<file path="src/rtl/dispatch_queue_n_pkg.sv">
// Shared types for the rename -> dispatch -> issue/ROB path.
// The index widths here are the widths the ROB / store-queue types are built with;
// the dispatch module's ROB_AW / SQ_AW parameters must match them.
package dispatch_queue_n_pkg;

    localparam int ROB_IDX_W = 4;
    localparam int SQ_IDX_W  = 4;
    localparam int PHY_AW    = 6;
    localparam int ARCH_AW   = 5;
    localparam int BPU_W     = 4;
    localparam int MAX_WIDTH = 4;

    typedef enum logic [1:0] {
        Inst_Invalid = 2'd0,
        Inst_Wait    = 2'd1,
        Inst_Done    = 2'd2,
        Inst_Except  = 2'd3
    } rob_state_e;

    typedef struct packed {
        logic               rf_we;
        logic [ARCH_AW-1:0] dest;
        logic [7:0]         opcode;
        logic [15:0]        imm;
    } inst_t;

    typedef struct packed {
        logic              valid;
        logic [31:0]       pc;
        inst_t             inst;
        logic              src1_ready;
        logic              src2_ready;
        logic [PHY_AW-1:0] phy_src1;
        logic [PHY_AW-1:0] phy_src2;
        logic [PHY_AW-1:0] phy_dest;
        logic [PHY_AW-1:0] old_dest;
        logic              is_store_op;
        logic              br_taken;
        logic [BPU_W-1:0]  bpu_entry;
    } dispatch_slot_t;

    typedef struct packed {
        logic                 valid;
        logic [31:0]          pc;
        inst_t                inst;
        logic                 src1_ready;
        logic                 src2_ready;
        logic [PHY_AW-1:0]    phy_src1;
        logic [PHY_AW-1:0]    phy_src2;
        logic [PHY_AW-1:0]    phy_dest;
        logic [ROB_IDX_W-1:0] rob_entry_num;
        logic [SQ_IDX_W-1:0]  store_num;
        logic [SQ_IDX_W-1:0]  pre_store;
        logic                 pre_store_ready;
        logic                 is_store_op;
        logic                 br_taken;
        logic [BPU_W-1:0]     bpu_entry;
    } decode_to_issue_bus_t;

    typedef struct packed {
        rob_state_e         state;
        logic [31:0]        pc;
        logic [ARCH_AW-1:0] dest;
        logic [PHY_AW-1:0]  phy_dest;
        logic [PHY_AW-1:0]  old_dest;
        logic               is_store_op;
        logic               exception;
        logic               verify_result;
    } rob_entry_t;

    // Number of set bits among bits[0 .. n-1].
    function automatic logic [2:0] popcount_prefix(input logic [MAX_WIDTH-1:0] bits,
                                                   input logic [2:0] n);
        logic [2:0] cnt;
        cnt = 3'd0;
        for (int i = 0; i < MAX_WIDTH; i++) begin
            cnt = cnt + ((3'(i) < n) ? {2'b00, bits[i]} : 3'd0);
        end
        return cnt;
    endfunction

endpackage

</file>
<file path="src/rtl/dispatch_queue_n_alloc.sv">
// Combinational allocator: how many buffered slots can leave this cycle, and the
// ROB index / store number / previous-store tag each lane gets.
module dispatch_alloc
    import dispatch_queue_n_pkg::*;
#(
    parameter int WIDTH       = 2,
    parameter int ROB_AW      = ROB_IDX_W,
    parameter int SQ_AW       = SQ_IDX_W,
    parameter int IQ_CREDIT_W = 4,
    parameter int CW          = $clog2(WIDTH + 1)
) (
    input  logic                 hold,
    input  logic [CW-1:0]        buf_cnt,
    input  logic [WIDTH-1:0]     is_store,
    input  logic [ROB_AW-1:0]    rob_tail,
    input  logic [ROB_AW:0]      rob_free,
    input  logic [SQ_AW-1:0]     sq_tail,
    input  logic [SQ_AW:0]       sq_free,
    input  logic [IQ_CREDIT_W-1:0] iq_free,
    output logic [CW-1:0]        k,
    output logic [CW-1:0]        store_cnt,
    output logic [ROB_AW-1:0]    rob_idx [WIDTH],
    output logic [SQ_AW-1:0]     store_num [WIDTH],
    output logic [SQ_AW-1:0]     pre_store [WIDTH],
    output logic [WIDTH-1:0]     pre_store_ready
);

    localparam logic [SQ_AW:0] SQ_EMPTY = {1'b1, {SQ_AW{1'b0}}};

    logic [MAX_WIDTH-1:0] store_bits;

    // Widen the per-lane store flags to the helper's fixed width.
    always_comb begin
        store_bits = '0;
        store_bits[WIDTH-1:0] = is_store;
    end

    // Longest in-order prefix that fits ROB, IQ and SQ space; stops at the first misfit.
    always_comb begin
        logic fits;
        fits = 1'b1;
        k    = '0;
        for (int n = 1; n <= WIDTH; n++) begin
            if (fits && !hold && (n <= int'(buf_cnt)) && (n <= int'(rob_free)) &&
                (n <= int'(iq_free)) &&
                (int'(popcount_prefix(store_bits, 3'(n))) <= int'(sq_free))) begin
                k = CW'(n);
            end else begin
                fits = 1'b0;
            end
        end
        store_cnt = CW'(popcount_prefix(store_bits, 3'(k)));
    end

    // Per-lane indices: ROB by lane number, SQ by count of older stores in the group.
    always_comb begin
        logic [2:0] s;
        s = 3'd0;
        for (int i = 0; i < WIDTH; i++) begin
            s                  = popcount_prefix(store_bits, 3'(i));
            rob_idx[i]         = rob_tail + ROB_AW'(i);
            store_num[i]       = sq_tail + SQ_AW'(s);
            pre_store[i]       = sq_tail + SQ_AW'(s) - SQ_AW'(1);
            pre_store_ready[i] = (sq_free == SQ_EMPTY) && (s == 3'd0);
        end
    end

endmodule

</file>
<file path="src/rtl/dispatch_queue_n.sv">
// Registered dispatch stage: buffers one compacted rename group and dispatches the
// longest in-order prefix that fits downstream space, holding the rest.
module dispatch_queue_n
    import dispatch_queue_n_pkg::*;
#(
    parameter int WIDTH       = 2,
    parameter int ROB_AW      = ROB_IDX_W,
    parameter int SQ_AW       = SQ_IDX_W,
    parameter int IQ_CREDIT_W = 4
) (
    input  logic                         clk,
    input  logic                         resetn,
    input  logic                         flush,
    input  logic                         stall,
    input  logic                         in_valid,
    output logic                         in_ready,
    input  dispatch_slot_t               in_slot [WIDTH],
    input  logic [ROB_AW-1:0]            rob_tail,
    input  logic [ROB_AW:0]              rob_free,
    input  logic [SQ_AW-1:0]             sq_tail,
    input  logic [SQ_AW:0]               sq_free,
    input  logic [IQ_CREDIT_W-1:0]       iq_free,
    output decode_to_issue_bus_t         issue_bus [WIDTH],
    output rob_entry_t                   rob_bus [WIDTH],
    output logic [$clog2(WIDTH+1)-1:0]   disp_cnt,
    output logic [$clog2(WIDTH+1)-1:0]   store_cnt
);

    localparam int CW = $clog2(WIDTH + 1);

    dispatch_slot_t       buf_slot   [WIDTH];
    dispatch_slot_t       comp_slot  [WIDTH];
    dispatch_slot_t       shift_slot [WIDTH];
    logic [CW-1:0]        buf_cnt;
    logic [CW-1:0]        comp_cnt;
    logic [CW-1:0]        k;
    logic [WIDTH-1:0]     buf_store;
    logic                 hold;
    logic                 capture;
    logic [ROB_AW-1:0]    rob_idx   [WIDTH];
    logic [SQ_AW-1:0]     store_num [WIDTH];
    logic [SQ_AW-1:0]     pre_store [WIDTH];
    logic [WIDTH-1:0]     pre_store_ready;

    // Reset, flush and stall all block dispatch; handshake completes when the buffer empties this cycle.
    always_comb begin
        hold     = stall || flush || !resetn;
        in_ready = resetn && ((buf_cnt == '0) || (k == buf_cnt)) && !flush;
        capture  = in_valid && in_ready;
        for (int i = 0; i < WIDTH; i++) begin
            buf_store[i] = buf_slot[i].is_store_op;
        end
    end

    dispatch_alloc #(
        .WIDTH       (WIDTH),
        .ROB_AW      (ROB_AW),
        .SQ_AW       (SQ_AW),
        .IQ_CREDIT_W (IQ_CREDIT_W),
        .CW          (CW)
    ) u_alloc (
        .hold            (hold),
        .buf_cnt         (buf_cnt),
        .is_store        (buf_store),
        .rob_tail        (rob_tail),
        .rob_free        (rob_free),
        .sq_tail         (sq_tail),
        .sq_free         (sq_free),
        .iq_free         (iq_free),
        .k               (k),
        .store_cnt       (store_cnt),
        .rob_idx         (rob_idx),
        .store_num       (store_num),
        .pre_store       (pre_store),
        .pre_store_ready (pre_store_ready)
    );

    // Squeeze the holes out of the incoming group, keeping program order.
    always_comb begin
        comp_cnt = '0;
        for (int j = 0; j < WIDTH; j++) begin
            comp_slot[j] = '0;
        end
        for (int i = 0; i < WIDTH; i++) begin
            for (int j = 0; j < WIDTH; j++) begin
                comp_slot[j] = (in_slot[i].valid && (CW'(j) == comp_cnt)) ? in_slot[i] : comp_slot[j];
            end
            comp_cnt = comp_cnt + CW'(in_slot[i].valid);
        end
    end

    // Remainder after a partial dispatch moves down to lane 0.
    always_comb begin
        for (int i = 0; i < WIDTH; i++) begin
            shift_slot[i] = '0;
            for (int j = 0; j < WIDTH; j++) begin
                shift_slot[i] = (j == i + int'(k)) ? buf_slot[j] : shift_slot[i];
            end
        end
    end

    // Buffer state: flush/reset empty it, capture replaces it, dispatch drains it.
    always_ff @(posedge clk) begin
        if (!resetn || flush) begin
            buf_cnt <= '0;
        end else if (capture) begin
            buf_cnt  <= comp_cnt;
            buf_slot <= comp_slot;
        end else if (k != '0) begin
            buf_cnt  <= buf_cnt - k;
            buf_slot <= shift_slot;
        end else begin
            buf_cnt <= buf_cnt;
        end
    end

    // Drive the dispatched prefix onto the issue and ROB buses; other lanes stay all-zero.
    always_comb begin
        disp_cnt = k;
        for (int i = 0; i < WIDTH; i++) begin
            issue_bus[i] = '0;
            rob_bus[i]   = '0;
            if (CW'(i) < k) begin
                issue_bus[i].valid           = 1'b1;
                issue_bus[i].pc              = buf_slot[i].pc;
                issue_bus[i].inst            = buf_slot[i].inst;
                issue_bus[i].src1_ready      = buf_slot[i].src1_ready;
                issue_bus[i].src2_ready      = buf_slot[i].src2_ready;
                issue_bus[i].phy_src1        = buf_slot[i].phy_src1;
                issue_bus[i].phy_src2        = buf_slot[i].phy_src2;
                issue_bus[i].phy_dest        = buf_slot[i].phy_dest;
                issue_bus[i].rob_entry_num   = rob_idx[i];
                issue_bus[i].store_num       = store_num[i];
                issue_bus[i].pre_store       = pre_store[i];
                issue_bus[i].pre_store_ready = pre_store_ready[i];
                issue_bus[i].is_store_op     = buf_slot[i].is_store_op;
                issue_bus[i].br_taken        = buf_slot[i].br_taken;
                issue_bus[i].bpu_entry       = buf_slot[i].bpu_entry;
                rob_bus[i].state             = Inst_Wait;
                rob_bus[i].pc                = buf_slot[i].pc;
                rob_bus[i].dest              = buf_slot[i].inst.rf_we ? buf_slot[i].inst.dest : '0;
                rob_bus[i].phy_dest          = buf_slot[i].phy_dest;
                rob_bus[i].old_dest          = buf_slot[i].old_dest;
                rob_bus[i].is_store_op       = buf_slot[i].is_store_op;
                rob_bus[i].exception         = 1'b0;
                rob_bus[i].verify_result     = 1'b0;
            end else begin
                issue_bus[i] = '0;
                rob_bus[i]   = '0;
            end
        end
    end

endmodule

</file>
<file path="config.mk">
export PLATFORM = sky130hd
export DESIGN_NAME = dispatch_queue_n
export DESIGN_NICKNAME = d
export VERILOG_FILES = /design/src/rtl/dispatch_queue_n_pkg.sv /design/src/rtl/dispatch_queue_n_alloc.sv /design/src/rtl/dispatch_queue_n.sv
export SDC_FILE = /design/constraint.sdc
export NUM_CORES = 1
export LEC_CHECK = 0
export CORE_AREA = 2 2 210 212
export DETAILED_ROUTE_END_ITERATION = 8
export DIE_AREA = 0 0 212 214
export PLACE_DENSITY = 0.54
export SYNTH_ARGS = -nofsm -noshare
export SYNTH_HDL_FRONTEND = slang
export SYNTH_SLANG_ARGS = --single-unit
</file>
<file path="constraint.sdc">
create_clock -name clk -period 15.28 [get_ports clk]
set_input_delay 4.584 -clock clk [delete_from_list [all_inputs] [get_ports clk]]
set_output_delay 4.584 -clock clk [all_outputs]
set_load 0.01 [all_outputs]
</file>
==> impl_metrics.json <==
{
  "status": "completed",
  "top_usage_layer": "met2",
  "die_h_um": 214,
  "antenna_found_initial": 3,
  "vdd_ir_drop_max_uv": 66.9,
  "cts_hold_buffers": 0,
  "crit_fanout": 63,
  "yosysMostFrequentCell": "and2_1",
  "setup_slack_ns": 1.98,
  "slew_headroom_pct": 18.2,
  "slowest_delay_ns": 1.00,
  "synthFlopType": "edfxtp_1",
  "crit_required_ns": 10.70,
  "synth_area_sq_um": 11300,
  "insertion_delay_ns": 0.47,
  "cp_cell_sequence": "clkdlybuf4s50_1 -> inv_1 -> ha_1 -> nor2b_1 -> o21ai_1 -> and3_1 -> nand3_1 -> inv_2 -> buf_4 -> and3_1 -> clkdlybuf4s50_1",
  "place_ws_ns": 1.97,
  "drive_gt1_share_pct": 3.53,
  "gr-total-overflow": 0,
  "regToRegSetupSlack_ns": 10.07,
  "hold_start": "buf_slot[51]$_DFFE_PP_",
  "postRouteAntennaNets": 0,
  "drt_wl_total_um": 42400,
  "dr_total_vias": 9050,
  "rr_worst_depth": 13,
  "initial_core_util_pct": 26.3,
  "htreeDepth": 4,
  "syn_inst": 1035,
  "rr_endpoint": "buf_slot[147]$_DFFE_PP_",
  "met3_usage_pct": 4.41,
  "crit_slowest_cell": "inv_2",
  "cts_made_buffers": 17,
  "gp_congestion": 0.794,
  "grt_usage_pct": 18.3,
  "synthDistinctLibCells": 43,
  "use_met1_pct": 22.1,
  "period_share_pct": 87.0,
  "period_minus_slack_ns": 13.30,
  "avgViaCountPerCell": 4.45,
  "final-setup-viol-count": 0,
  "synth_edf_count": 188,
  "maxSlewViolCount": 0,
  "drtIter0Drc": 510,
  "wl_per_cell_um": 20.9,
  "grt_util_met2_pct": 32.0,
  "root_buffer": "clkbuf_16",
  "ys_top_cells_by_area": "edfxtp_1 (50%), and2_1 (16%), mux2i_1 (8.4%)",
  "drtPass1Iterations": 5,
  "timing_worst_setup_path_type": "input pin to output port",
  "area_growth_pct": 50.2,
  "finClkSkew_ns": 0.0156,
  "async_reset_ff_share_pct": 0,
  "cts_tree": "built",
  "path_buf_inv": 5,
  "numClockSinks": 190,
  "p_leak_uw": 0.00640,
  "grt_pass1_vias": 9229,
  "worst_pin_slew_ns": 1.23,
  "clk_path_buf_depth": 2,
  "grt_pass1_wl_um": 61600,
  "end_kind": "output port",
  "cpLargestDelayFamily": "buffers and inverters",
  "drv_cap": 0,
  "hold_viol": 0,
  "synth_common_cells": "and2_1 (295), edfxtp_1 (188), buf_4 (100)",
  "hpwlAfterDp_um": 30300,
  "synth_top_cell_area_share_pct": 50.0,
  "ys_seq_elements": 190,
  "hp-class": "flop to flop",
  "min_to": "buf_slot[146]$_DFFE_PP_",
  "r2r-start": "buf_slot[100]$_DFFE_PP_",
  "cts_resized": 0,
  "worstSetupStartpointType": "input pin",
  "fp.dieW_um": 212,
  "rows": 76,
  "port_buffers": 527,
  "max_freq_mhz": 75.2,
  "hold_depth": 2,
  "clkTransAtPathRegs_ns": 0.07,
  "grt_max_degree": 71,
  "yosysTopAreaCell": "edfxtp_1",
  "dieArea_sq_um": 45400,
  "ioPinCount": 534,
  "holdWs_ns": 0.616,
  "fillers": 4198,
  "cp.arrival_ns": 8.71,
  "final_nets": 1663,
  "post_cts_buffers": 0,
  "power_density_nw_per_um2": 70.1,
  "avgSynthCellArea_sq_um": 10.9,
  "setup_tns_ns": 0,
  "core_sq_um": 42900,
  "yosysWarningCount": 0,
  "rsz0062_at_grt": "false",
  "drc": 0,
  "seq_area_frac_synth_pct": 50.4
}
## worst max path at each step
| stage | startpoint | end | slack (ns) | cells after the start |
|---|---|---|---|---|
| after CTS | sq_free[1] | rob_bus[17] | 1.97 | 11 |
| final | sq_free[1] | rob_bus[18] | 1.98 | 11 |
| after floorplan | sq_free[1] | in_ready | 4.05 | 13 |
| after detailed placement | sq_free[1] | rob_bus[17] | 1.97 | 11 |
| after global placement | sq_free[1] | rob_bus[17] | 2.13 | 11 |
| after global routing | sq_free[1] | rob_bus[16] | 1.66 | 11 |
## cell type report
cell class | count | area [sq um] | area share, %
sequential | 190 | 5690 | 33.5
inverter | 11 | 41.3 | 0.244
clock buffer | 17 | 425 | 2.51
timing repair buffer | 540 | 5370 | 31.7
clock inverter | 14 | 118 | 0.694
antenna | 2 | 5.00 | 0.0295
tap | 585 | 732 | 4.32
multi-input combinational | 673 | 4570 | 27.0
## stage by stage
step / cell area (sq um) / instances / power, uW / utilization, %
floorplan: 11300 / 1040 / 672 / -
global placement: 16400 / 1999 / 760 / 38.3
detailed placement: 16400 / 1999 / 762 / 38.3
CTS: 16900 / 2030 / 1210 / 39.5
global route: 16900 / 2030 / 1240 / 39.5
finish: 17000 / 2032 / 1190 / 39.5
## state kept, by name (all words and copies together) (netlist names)
register,cells
buf_cnt,2
buf_slot,188
## worst min-delay path, stage by stage, from the launching register on
cell and delay, ns:
edfxtp_1 0.33, nand2_1 0.05, mux2i_1 0.12
## cells by family (layout without fill, tap and decap cells)
family / count (synthesis) / in the layout / share of synthesized area [%]
AOI/OAI and AO/OA: 110 / 110 / 7.22
xor gates and xnor gates: 8 / 8 / 0.621
adders and majority gates: 13 / 13 / 1.44
buffers and inverters: 177 / 582 / 9.88
DFF: 190 / 190 / 50.4
muxes: 95 / 95 / 8.43
other: 1 / 8 / 0.0332
and+or+nand+nor: 441 / 441 / 22.0
## report_power, final
part | total, uW | internal (uW) | switching [uW]
Clock | 440 | 224 | 216
Sequential | 602 | 592 | 9.63
Combinational | 146 | 78.5 | 67.3
Total | 1190 | 894 | 293
## cell usage in the layout (no fill, tap or decap), types with 6 or more instances in the layout
cell type and n:
clkdlybuf4s50_1 527, and2_1 295, edfxtp_1 188, nand2_1 98, mux2i_1 95, a22oi_1 93, clkbuf_16 17, nor2_1 14
buf_4 13, ha_1 12, and3_1 11, inv_1 10, xor2_1 6, nand3_1 6, conb_1 6
## layer usage
metal	share of wire, %	up-vias
met3	6.7	42
met4	2.1	2
met2	50	359
met1	41	4351
li1	-	4296
met5	0.038	-
Power figures use the tool's default switching activity.
